### config.mk
export PLATFORM = sky130hd
export DESIGN_NAME = mips32_mem_arbiter_flat
export DESIGN_NICKNAME = d
export VERILOG_FILES = /design/src/rtl/mips32_mem_pkg.sv /design/src/rtl/mips32_mem_arbiter_if.sv /design/src/rtl/mips32_mem_prio_pick.sv /design/src/rtl/mips32_mem_arbiter.sv /design/src/flat_wrapper.sv
export SDC_FILE = /design/constraint.sdc
export NUM_CORES = 1
export LEC_CHECK = 0
export CAP_MARGIN = 20
export CELL_PAD_IN_SITES_DETAIL_PLACEMENT = 1
export CELL_PAD_IN_SITES_GLOBAL_PLACEMENT = 1
export CORE_ASPECT_RATIO = 1.75
export CORE_MARGIN = 3
export CORE_UTILIZATION = 29
export CTS_CLUSTER_DIAMETER = 50
export DETAILED_ROUTE_END_ITERATION = 10
export GPL_ROUTABILITY_DRIVEN = 1
export PLACE_DENSITY_LB_ADDON = 0.1
export SLEW_MARGIN = 20
export SYNTH_ARGS = -nofsm -noshare
export SYNTH_HDL_FRONTEND = slang
export SYNTH_SLANG_ARGS = --single-unit
export TNS_END_PERCENT = 30
### constraint.sdc
create_clock -name clk1 -period 2.5 [get_ports clk1]
set_input_delay 0.375 -clock clk1 [delete_from_list [all_inputs] [get_ports clk1]]
set_output_delay 0.375 -clock clk1 [all_outputs]
set_load 0.05 [all_outputs]
### src/rtl/mips32_mem_pkg.sv
// mips32_mem_pkg: shared constants and state encoding for the memory arbiter
package mips32_mem_pkg;
  localparam int DATA_W = 32;
  localparam logic [1:0] REQ_LOAD  = 2'd0;
  localparam logic [1:0] REQ_DATA  = 2'd1;
  localparam logic [1:0] REQ_FETCH = 2'd2;
  localparam logic [1:0] GNT_NONE  = 2'd3;
  typedef enum logic [1:0] {IDLE, ISSUE, WAIT, RESP} state_t;
endpackage

### src/rtl/mips32_mem_arbiter_if.sv
// mips32_mem_arbiter_if: requester req/ack bundle (req, we, addr, wdata, ack, rdata, grant_id, busy) plus fixed-latency memory port (mem_en, mem_we, mem_addr, mem_wdata, mem_rdata); slave is the arbiter side
interface mips32_mem_arbiter_if import mips32_mem_pkg::*; #(parameter int ADDR_W = 10) ();
  logic [2:0] req;
  logic [2:0] we;
  logic [3*ADDR_W-1:0] addr;
  logic [3*DATA_W-1:0] wdata;
  logic [2:0] ack;
  logic [DATA_W-1:0] rdata;
  logic [1:0] grant_id;
  logic busy;
  logic mem_en;
  logic mem_we;
  logic [ADDR_W-1:0] mem_addr;
  logic [DATA_W-1:0] mem_wdata;
  logic [DATA_W-1:0] mem_rdata;
  modport master (
    output req, we, addr, wdata, mem_rdata,
    input ack, rdata, grant_id, busy, mem_en, mem_we, mem_addr, mem_wdata
  );
  modport slave (
    input req, we, addr, wdata, mem_rdata,
    output ack, rdata, grant_id, busy, mem_en, mem_we, mem_addr, mem_wdata
  );
endinterface

### src/rtl/mips32_mem_prio_pick.sv
// mips32_mem_prio_pick: combinational winner select (req[2:0], starve_hit -> id, vld); loader first, then data unless fetch is starving
module mips32_mem_prio_pick import mips32_mem_pkg::*; (
  input  logic [2:0] req,
  input  logic       starve_hit,
  output logic [1:0] id,
  output logic       vld
);
  always_comb begin
    id = req[REQ_LOAD] ? REQ_LOAD :
         (req[REQ_FETCH] && (starve_hit || !req[REQ_DATA])) ? REQ_FETCH :
         req[REQ_DATA] ? REQ_DATA : GNT_NONE;
    vld = |req;
  end
endmodule

### src/rtl/mips32_mem_arbiter.sv
// mips32_mem_arbiter: one-outstanding arbiter (clk1, rst, bus.slave) sharing a fixed-latency word memory among loader, data and fetch
module mips32_mem_arbiter import mips32_mem_pkg::*; #(
  parameter int ADDR_W     = 10,
  parameter int MEM_LAT    = 1,
  parameter int STARVE_MAX = 4
) (
  input logic clk1,
  input logic rst,
  mips32_mem_arbiter_if.slave bus
);
  state_t state;
  logic [3:0] lat_cnt;
  logic [3:0] starve_cnt;
  logic [1:0] win;
  logic win_vld;
  logic starve_hit;
  assign starve_hit = starve_cnt == 4'(STARVE_MAX);
  assign bus.busy = state != IDLE;
  mips32_mem_prio_pick u_pick (
    .req(bus.req),
    .starve_hit(starve_hit),
    .id(win),
    .vld(win_vld)
  );
  // mem_en is set on the IDLE->ISSUE edge so it is high for exactly the ISSUE cycle;
  // ack is set on the WAIT->RESP edge so it is high for exactly the RESP cycle
  always_ff @(posedge clk1) begin
    if (rst) begin
      state         <= IDLE;
      bus.ack       <= '0;
      bus.rdata     <= '0;
      bus.grant_id  <= GNT_NONE;
      bus.mem_en    <= 1'b0;
      bus.mem_we    <= 1'b0;
      bus.mem_addr  <= '0;
      bus.mem_wdata <= '0;
      lat_cnt       <= '0;
      starve_cnt    <= '0;
    end else begin
      bus.ack    <= '0;
      bus.mem_en <= 1'b0;
      case (state)
        IDLE: if (win_vld) begin
          state         <= ISSUE;
          bus.grant_id  <= win;
          bus.mem_en    <= 1'b1;
          bus.mem_we    <= bus.we[win];
          bus.mem_addr  <= bus.addr[win*ADDR_W +: ADDR_W];
          bus.mem_wdata <= bus.wdata[win*DATA_W +: DATA_W];
          starve_cnt    <= (win == REQ_FETCH) ? 4'd0 :
                           (bus.req[REQ_FETCH] && !starve_hit) ? starve_cnt + 4'd1 : starve_cnt;
        end
        ISSUE: begin
          state   <= WAIT;
          lat_cnt <= 4'(MEM_LAT);
        end
        WAIT: begin
          lat_cnt <= lat_cnt - 4'd1;
          if (lat_cnt == 4'd1) begin
            state     <= RESP;
            bus.ack   <= 3'b001 << bus.grant_id;
            bus.rdata <= bus.mem_we ? bus.rdata : bus.mem_rdata;
          end
        end
        RESP: begin
          state        <= IDLE;
          bus.grant_id <= GNT_NONE;
        end
      endcase
    end
  end
endmodule

### src/flat_wrapper.sv
// flat-port wrapper written by rule: the top's interface ports become plain ports
module mips32_mem_arbiter_flat import mips32_mem_pkg::*;
#(
  parameter int ADDR_W     = 10,
  parameter int MEM_LAT    = 1,
  parameter int STARVE_MAX = 4
)
  (clk1, rst, bus_req, bus_we, bus_addr, bus_wdata, bus_mem_rdata, bus_ack, bus_rdata, bus_grant_id, bus_busy, bus_mem_en, bus_mem_we, bus_mem_addr, bus_mem_wdata);
  mips32_mem_arbiter_if #(.ADDR_W(ADDR_W)) bus_i ();
  input logic clk1;
  input logic rst;
  input wire logic [$bits(bus_i.req)-1:0] bus_req;
  input wire logic [$bits(bus_i.we)-1:0] bus_we;
  input wire logic [$bits(bus_i.addr)-1:0] bus_addr;
  input wire logic [$bits(bus_i.wdata)-1:0] bus_wdata;
  input wire logic [$bits(bus_i.mem_rdata)-1:0] bus_mem_rdata;
  output wire logic [$bits(bus_i.ack)-1:0] bus_ack;
  output wire logic [$bits(bus_i.rdata)-1:0] bus_rdata;
  output wire logic [$bits(bus_i.grant_id)-1:0] bus_grant_id;
  output wire logic [$bits(bus_i.busy)-1:0] bus_busy;
  output wire logic [$bits(bus_i.mem_en)-1:0] bus_mem_en;
  output wire logic [$bits(bus_i.mem_we)-1:0] bus_mem_we;
  output wire logic [$bits(bus_i.mem_addr)-1:0] bus_mem_addr;
  output wire logic [$bits(bus_i.mem_wdata)-1:0] bus_mem_wdata;
  assign bus_i.req = bus_req;
  assign bus_i.we = bus_we;
  assign bus_i.addr = bus_addr;
  assign bus_i.wdata = bus_wdata;
  assign bus_i.mem_rdata = bus_mem_rdata;
  assign bus_ack = bus_i.ack;
  assign bus_rdata = bus_i.rdata;
  assign bus_grant_id = bus_i.grant_id;
  assign bus_busy = bus_i.busy;
  assign bus_mem_en = bus_i.mem_en;
  assign bus_mem_we = bus_i.mem_we;
  assign bus_mem_addr = bus_i.mem_addr;
  assign bus_mem_wdata = bus_i.mem_wdata;
  mips32_mem_arbiter #(.ADDR_W(ADDR_W), .MEM_LAT(MEM_LAT), .STARVE_MAX(STARVE_MAX)) u_core (.clk1(clk1), .rst(rst), .bus(bus_i));
endmodule
## Word-level counts from Yosys, hierarchy flattened

Index checks and enable logic that the tools add are counted.
Widths: inputs -> output; s select.

| word-level totals | value |
|---|---|
| flip-flop bits (word level) | 91 |
| latch bits | 0 |
| bits in writable memories | 0 |
| ROM bits | 0 |
| output and inout bits | 82 |
| logic and storage cells | 61 |
| memories | 0 |

| operators by class | value |
|---|---|
| add/subtract/negate cells | 2 |
| $mul | 1 |
| div/mod/pow operators | 0 |
| order comparisons | 1 |
| eq/ne operators | 8 |
| shifts and indexed selects | 3 |
| mux-type cells | 14 |
| bitwise logic cells | 4 |
| reductions and logical operators | 18 |

Operators by type and width:

| operator | number |
|---|---|
| $shiftx 96x8->32 | 1 |
| $shiftx 30x7->10 | 1 |
| $mux 2 | 6 |
| $mux 4 | 2 |
| $pmux 2 s4 | 1 |
| $pmux 4 s2 | 1 |
| $reduce_bool 2->1 | 4 |
| $eq 2x2->1 const B | 3 |
| $reduce_and 2->1 | 3 |
| $reduce_and 3->1 | 2 |
| $reduce_or 3->1 | 2 |
| $mul 2x3->5 const B | 1 |
| $add 4x1->4 const B | 1 |
| $eq 4x1->1 const B | 1 |
| $eq 4x3->1 const B | 1 |
| $not 1->1 | 4 |
| $pmux 2 s2 | 1 |
| $sub 4x1->4 const B | 1 |
| $lt 2x3->1 const B | 1 |
| $shl 1x2->3 const A | 1 |
| $bmux 1 s2 | 1 |
| $eq 2x1->1 const B | 1 |
| $logic_and 1x1->1 | 2 |
| $logic_not 1->1 | 2 |
| 6 further kinds | 7 |

## Longest topological paths before layout

| depth | value |
|---|---|
| depth after elaboration | 8 |
| depth in mapped cells | 8 |
| gate-level depth less buffers | 6 |

## Cells and area by module

From an unflattened synthesis, not the netlist that was laid out.

| second synthesis, totals | value |
|---|---|
| cells, all modules | 529 |
| area total of the unflattened synthesis | 4226.6 um2 |

By module, submodules not included:

| module | instances | cells each | area an instance (um2) | seq. area each (um2) |
|---|---|---|---|---|
| mips32_mem_arbiter | 1 | 524 | 4200.3 | 1821.7 |
| mips32_mem_prio_pick | 1 | 5 | 26.3 | 0.0 |

## Worst setup path after synthesis

No wires, ideal clock.

| path | value |
|---|---|
| path kind | register to register |
| start | register u_core.state[0] |
| end | register u_core.bus.mem_wdata[6] |
| arrival time | 1.623 ns |
| path slack | 0.747 ns |
| cell stages (with the launch flop) | 9 |
| path buffers | 2 |
| path through | dfxtp_1 > inv_1 > ha_1 > buf_2 > inv_1 > nor2_1 > buf_2 > nor2_1 > nor3_2 |

| between the ends | value |
|---|---|
| cells in the longest elaborated chain, start to end | 2 |

Ends and longest elaborated chain:

| item | RTL line | RTL |
|---|---|---|
| start, declared | mips32_mem_arbiter.sv:11 | `state_t state;` |
| start signal, assigned | mips32_mem_arbiter.sv:29 | `state <= IDLE;` |
| start signal, assigned | mips32_mem_arbiter.sv:44 | `state <= ISSUE;` |
| start signal, assigned | mips32_mem_arbiter.sv:54 | `state <= WAIT;` |
| $logic_not 2->1 | mips32_mem_arbiter.sv:42 | `case (state)` |
| $reduce_and 2->1 (no line) | - |  |
| end signal, assigned | mips32_mem_arbiter.sv:49 | `bus.mem_wdata <= bus.wdata[win*DATA_W +: DATA_W];` |
| end, declared | mips32_mem_arbiter_if.sv:22 | `output ack, rdata, grant_id, busy, mem_en, mem_we, mem_addr, mem_wdata` |

No other way between the ends.
A chain may end at the register's enable or synchronous reset.

## Worst setup path after layout

| path | value |
|---|---|
| start | register u_core.state[0] |
| end | register u_core.bus.grant_id[1] |

| between the ends | value |
|---|---|
| cells in the longest elaborated chain, start to end | 3 |
| elaborated cells between the ends (all ways) | 6 |
| those cells by class | eq/ne: 2; mux: 1; reduce/logical: 3 |

Ends and longest elaborated chain:

| item | RTL line | RTL |
|---|---|---|
| $eq 2x2->1 / $logic_not 2->1 (equally long branches) | mips32_mem_arbiter.sv:42 |  |
| $reduce_bool 2->1 (no line) / $ne 2x2->1 (equally long branches) | - |  |
| $reduce_and 2->1 (no line) | - |  |
| end signal, assigned | mips32_mem_arbiter.sv:45 | `bus.grant_id <= win;` |
| end, declared | mips32_mem_arbiter_if.sv:22 |  |

Several ways; a longest one is shown, not always the timed one.

==> impl_metrics.env <==
export IMPL_critPathLaunchType="flip-flop"
export IMPL_fmax_mhz=477.0
export IMPL_period_share=0.8385
export IMPL_detail_route_first_pass_iterations=4
export IMPL_fp_dieH_um=173.1
export IMPL_place_gp_congestion=0.8559
export IMPL_grt_util_all_layers=0.2087
export IMPL_crit_fanout=47
export IMPL_syn_inst=584
export IMPL_start_util=0.2977
export IMPL_synth_top_family_by_area="simple AND/OR/NAND/NOR gates"
export IMPL_crit_slowest_cell="a2111oi_0"
export IMPL_grt_overflow_total=0
export IMPL_yosysTopAreaCell="dfxtp_1"
export IMPL_cp_cell_sequence="inv_1 > ha_2 > buf_4 > nand2b_1 > a2111oi_0 > a21oi_1"
export IMPL_ir_worst_vdd_mv=0.4274
export IMPL_yosysWarnings=0
export IMPL_slew_viol_final=0
export IMPL_syn_num_nets=758
export IMPL_antenna_found_initial=3
export IMPL_synth_simple_gate_area_frac=0.2943
export IMPL_drv_cap=0
export IMPL_final_util=0.4869
export IMPL_layout_drive_gt1_share=0.06296
export IMPL_cp_end_kind="flip-flop"
export IMPL_num_vias=5254
export IMPL_worstMarginPinSlew_ps=588.5
export IMPL_ioPinCount=248
export IMPL_via_per_inst=5.259
export IMPL_hold_viol=0
export IMPL_nFillCells=1866
export IMPL_cts_root_buf="clkbuf_16"
export IMPL_synthAdderAreaFrac=0.02164
export IMPL_place_hpwl_mm=13.80
export IMPL_crit_required_ps=2710
export IMPL_synth_seq_area_share=0.3938
export IMPL_wl_mm=18.65
export IMPL_crit_buf_inv=2
export IMPL_core_rowCount=60
export IMPL_rsz0062_at_grt="false"
export IMPL_ys_ff_latch=91
export IMPL_nets=980
export IMPL_synth_mux_area_frac=0.002164
export IMPL_post_cts_buffers=0
export IMPL_clock_sinks=91
export IMPL_clock_skew_ps=12.32
export IMPL_cts_tree="yes"
export IMPL_drcViolationCount=0
export IMPL_slew_headroom=0.6064
export IMPL_synth_top_area_share=0.3938
export IMPL_final_cell_mix="244 x clkdlybuf4s50_1, 113 x nand2_1, 91 x dfxtp_1"
export IMPL_clk_pin_slew_worst_paths_ps=70
export IMPL_portBuffers=247
export IMPL_power_density_nw_per_um2=974.4
export IMPL_crit_type="reg2reg"
export IMPL_synth_edff_count=0
export IMPL_synth_compound_area_share=0.2264
export IMPL_cts_resized=0
export IMPL_coreArea_sq_um=15540
export IMPL_grt_pass1_vias=5738
export IMPL_cpPeakStageDelay_ps=490
export IMPL_routedWlPerCell_um=18.67
export IMPL_critPathArrivalTime_ps=2300
export IMPL_crit_family="buffers and inverters"
export IMPL_ys_types=41
export IMPL_tns_ps=0
export IMPL_synth_top_flop_cell="dfxtp_1"
export IMPL_ys_async_sr_fraction=0
export IMPL_dieArea_sq_um=17560
export IMPL_antenna_left=0
export IMPL_ctsHoldBuffers=0
export IMPL_grt_pass1_wl_mm=29.01
export IMPL_holdCritPathClass="reg2reg"
export IMPL_min_period_ps=2096
export IMPL_status="finished, final reports clean"
export IMPL_numCtsBuffers=9
export IMPL_htree_levels=3
export IMPL_layout_commonest_cell="clkdlybuf4s50_1"
export IMPL_synth_area_sq_um=4626
export IMPL_leakage_nw=2.715
export IMPL_drtIter0Drc=123
export IMPL_grt_max_degree=90
export IMPL_setup_viol=0
export IMPL_synth_area_per_cell_sq_um=7.921
export IMPL_die_x_um=101.5
export IMPL_synth_xor_area_share=0
export IMPL_area_growth_pct=63.57
export IMPL_synth_area_leaders="dfxtp_1 39%, nand2_1 9.2%, o211ai_1 7.0%"
export IMPL_insertion_delay_ps=350
export IMPL_clockBufferDepth=2
metal layers:
layer / wire length (um) / share of wire / track usage / vias up
met5: 0 / 0 / 0 / -
met4: 504 / 0.027 / 0.08264 / 0
met3: 1131 / 0.061 / 0.04845 / 24
met2: 10300 / 0.55 / 0.4016 / 177
met1: 6716 / 0.36 / 0.2060 / 2537
li1: - / - / - / 2516
kinds of logic after synthesis:
logic type	after synthesis
buf+inv	59
compound gates	138
simple gates	287
flops	91
mux	1
fa+ha+maj	8
power breakdown:
part	internal [mW]	switching [mW]
Clock	0.905	0.586
Sequential	1.80	0.224
Combinational	1.41	2.44
area by class of cell:
class	count	area [sq um]	area share
clock buffer	10	239.0	0.03159
multi-input combinational	434	2531	0.3345
inverter	9	33.78	0.004465
clock inverter	5	85.08	0.01125
sequential	91	1822	0.2408
antenna	3	7.507	0.0009922
timing repair buffer	261	2615	0.3456
tap	186	232.7	0.03076
state kept, by name (all words and copies together), names as in the netlist:
signal / cells
u_core.starve_cnt: 4
u_core.bus.mem_en: 1
u_core.bus.grant_id: 2
u_core.bus.ack: 3
u_core.bus.mem_we: 1
u_core.bus.mem_addr: 10
u_core.bus.mem_wdata: 32
u_core.lat_cnt: 4
u_core.bus.rdata: 32
u_core.state: 2
metrics by stage:
step	setup slack, ps	cell area (sq um)	hold WS, ps	power, mW	instances
6_report	403.8	7566	455.9	7.372	999
5_1_grt	201.4	7566	472.3	7.832	999
4_1_cts	356.4	7538	460.3	7.438	995
3_5_place_dp	168.8	7214	450.7	5.903	980
3_3_place_gp	253.4	7214	441.8	5.781	980
2_1_floorplan	746.9	4626	456.9	4.501	584
tightest hold or removal path: stages (launching register included):
cell and delay, ps:
dfxtp_1 310, nand2_1 50, a21oi_1 50
Yosys cell counts, types with 2 or more instances:
| library cell | n |
|---|---|
| clkbuf_1 | 20 |
| buf_2 | 21 |
| nor3_1 | 45 |
| o21ai_0 | 6 |
| ha_1 | 8 |
| inv_1 | 9 |
| dfxtp_1 | 91 |
| a221oi_1 | 34 |
| and3_1 | 2 |
| buf_4 | 2 |
| nor2_1 | 56 |
| nand4b_1 | 4 |
| a221oi_2 | 9 |
| nand2b_1 | 4 |
| nand3b_1 | 2 |
| buf_6 | 4 |
| nand2_1 | 113 |
| a21oi_1 | 40 |
| nand3_1 | 4 |
| nor3_2 | 2 |
| buf_1 | 3 |
| o211ai_1 | 43 |
| nor2b_1 | 44 |
path summary, 6_finish.rpt:
check                                              end                 start  slack (ps)  depth (start not counted)
worst min-delay path              u_core.bus.rdata[14]  u_core.bus.rdata[14]         460                          2
worst min register to register    u_core.bus.rdata[14]  u_core.bus.rdata[14]         460                          2
worst max register to register  u_core.bus.grant_id[1]       u_core.state[0]         400                          6
worst max-delay path            u_core.bus.grant_id[1]       u_core.state[0]         400                          6
Note: power is estimated with default switching activity, not from simulation.
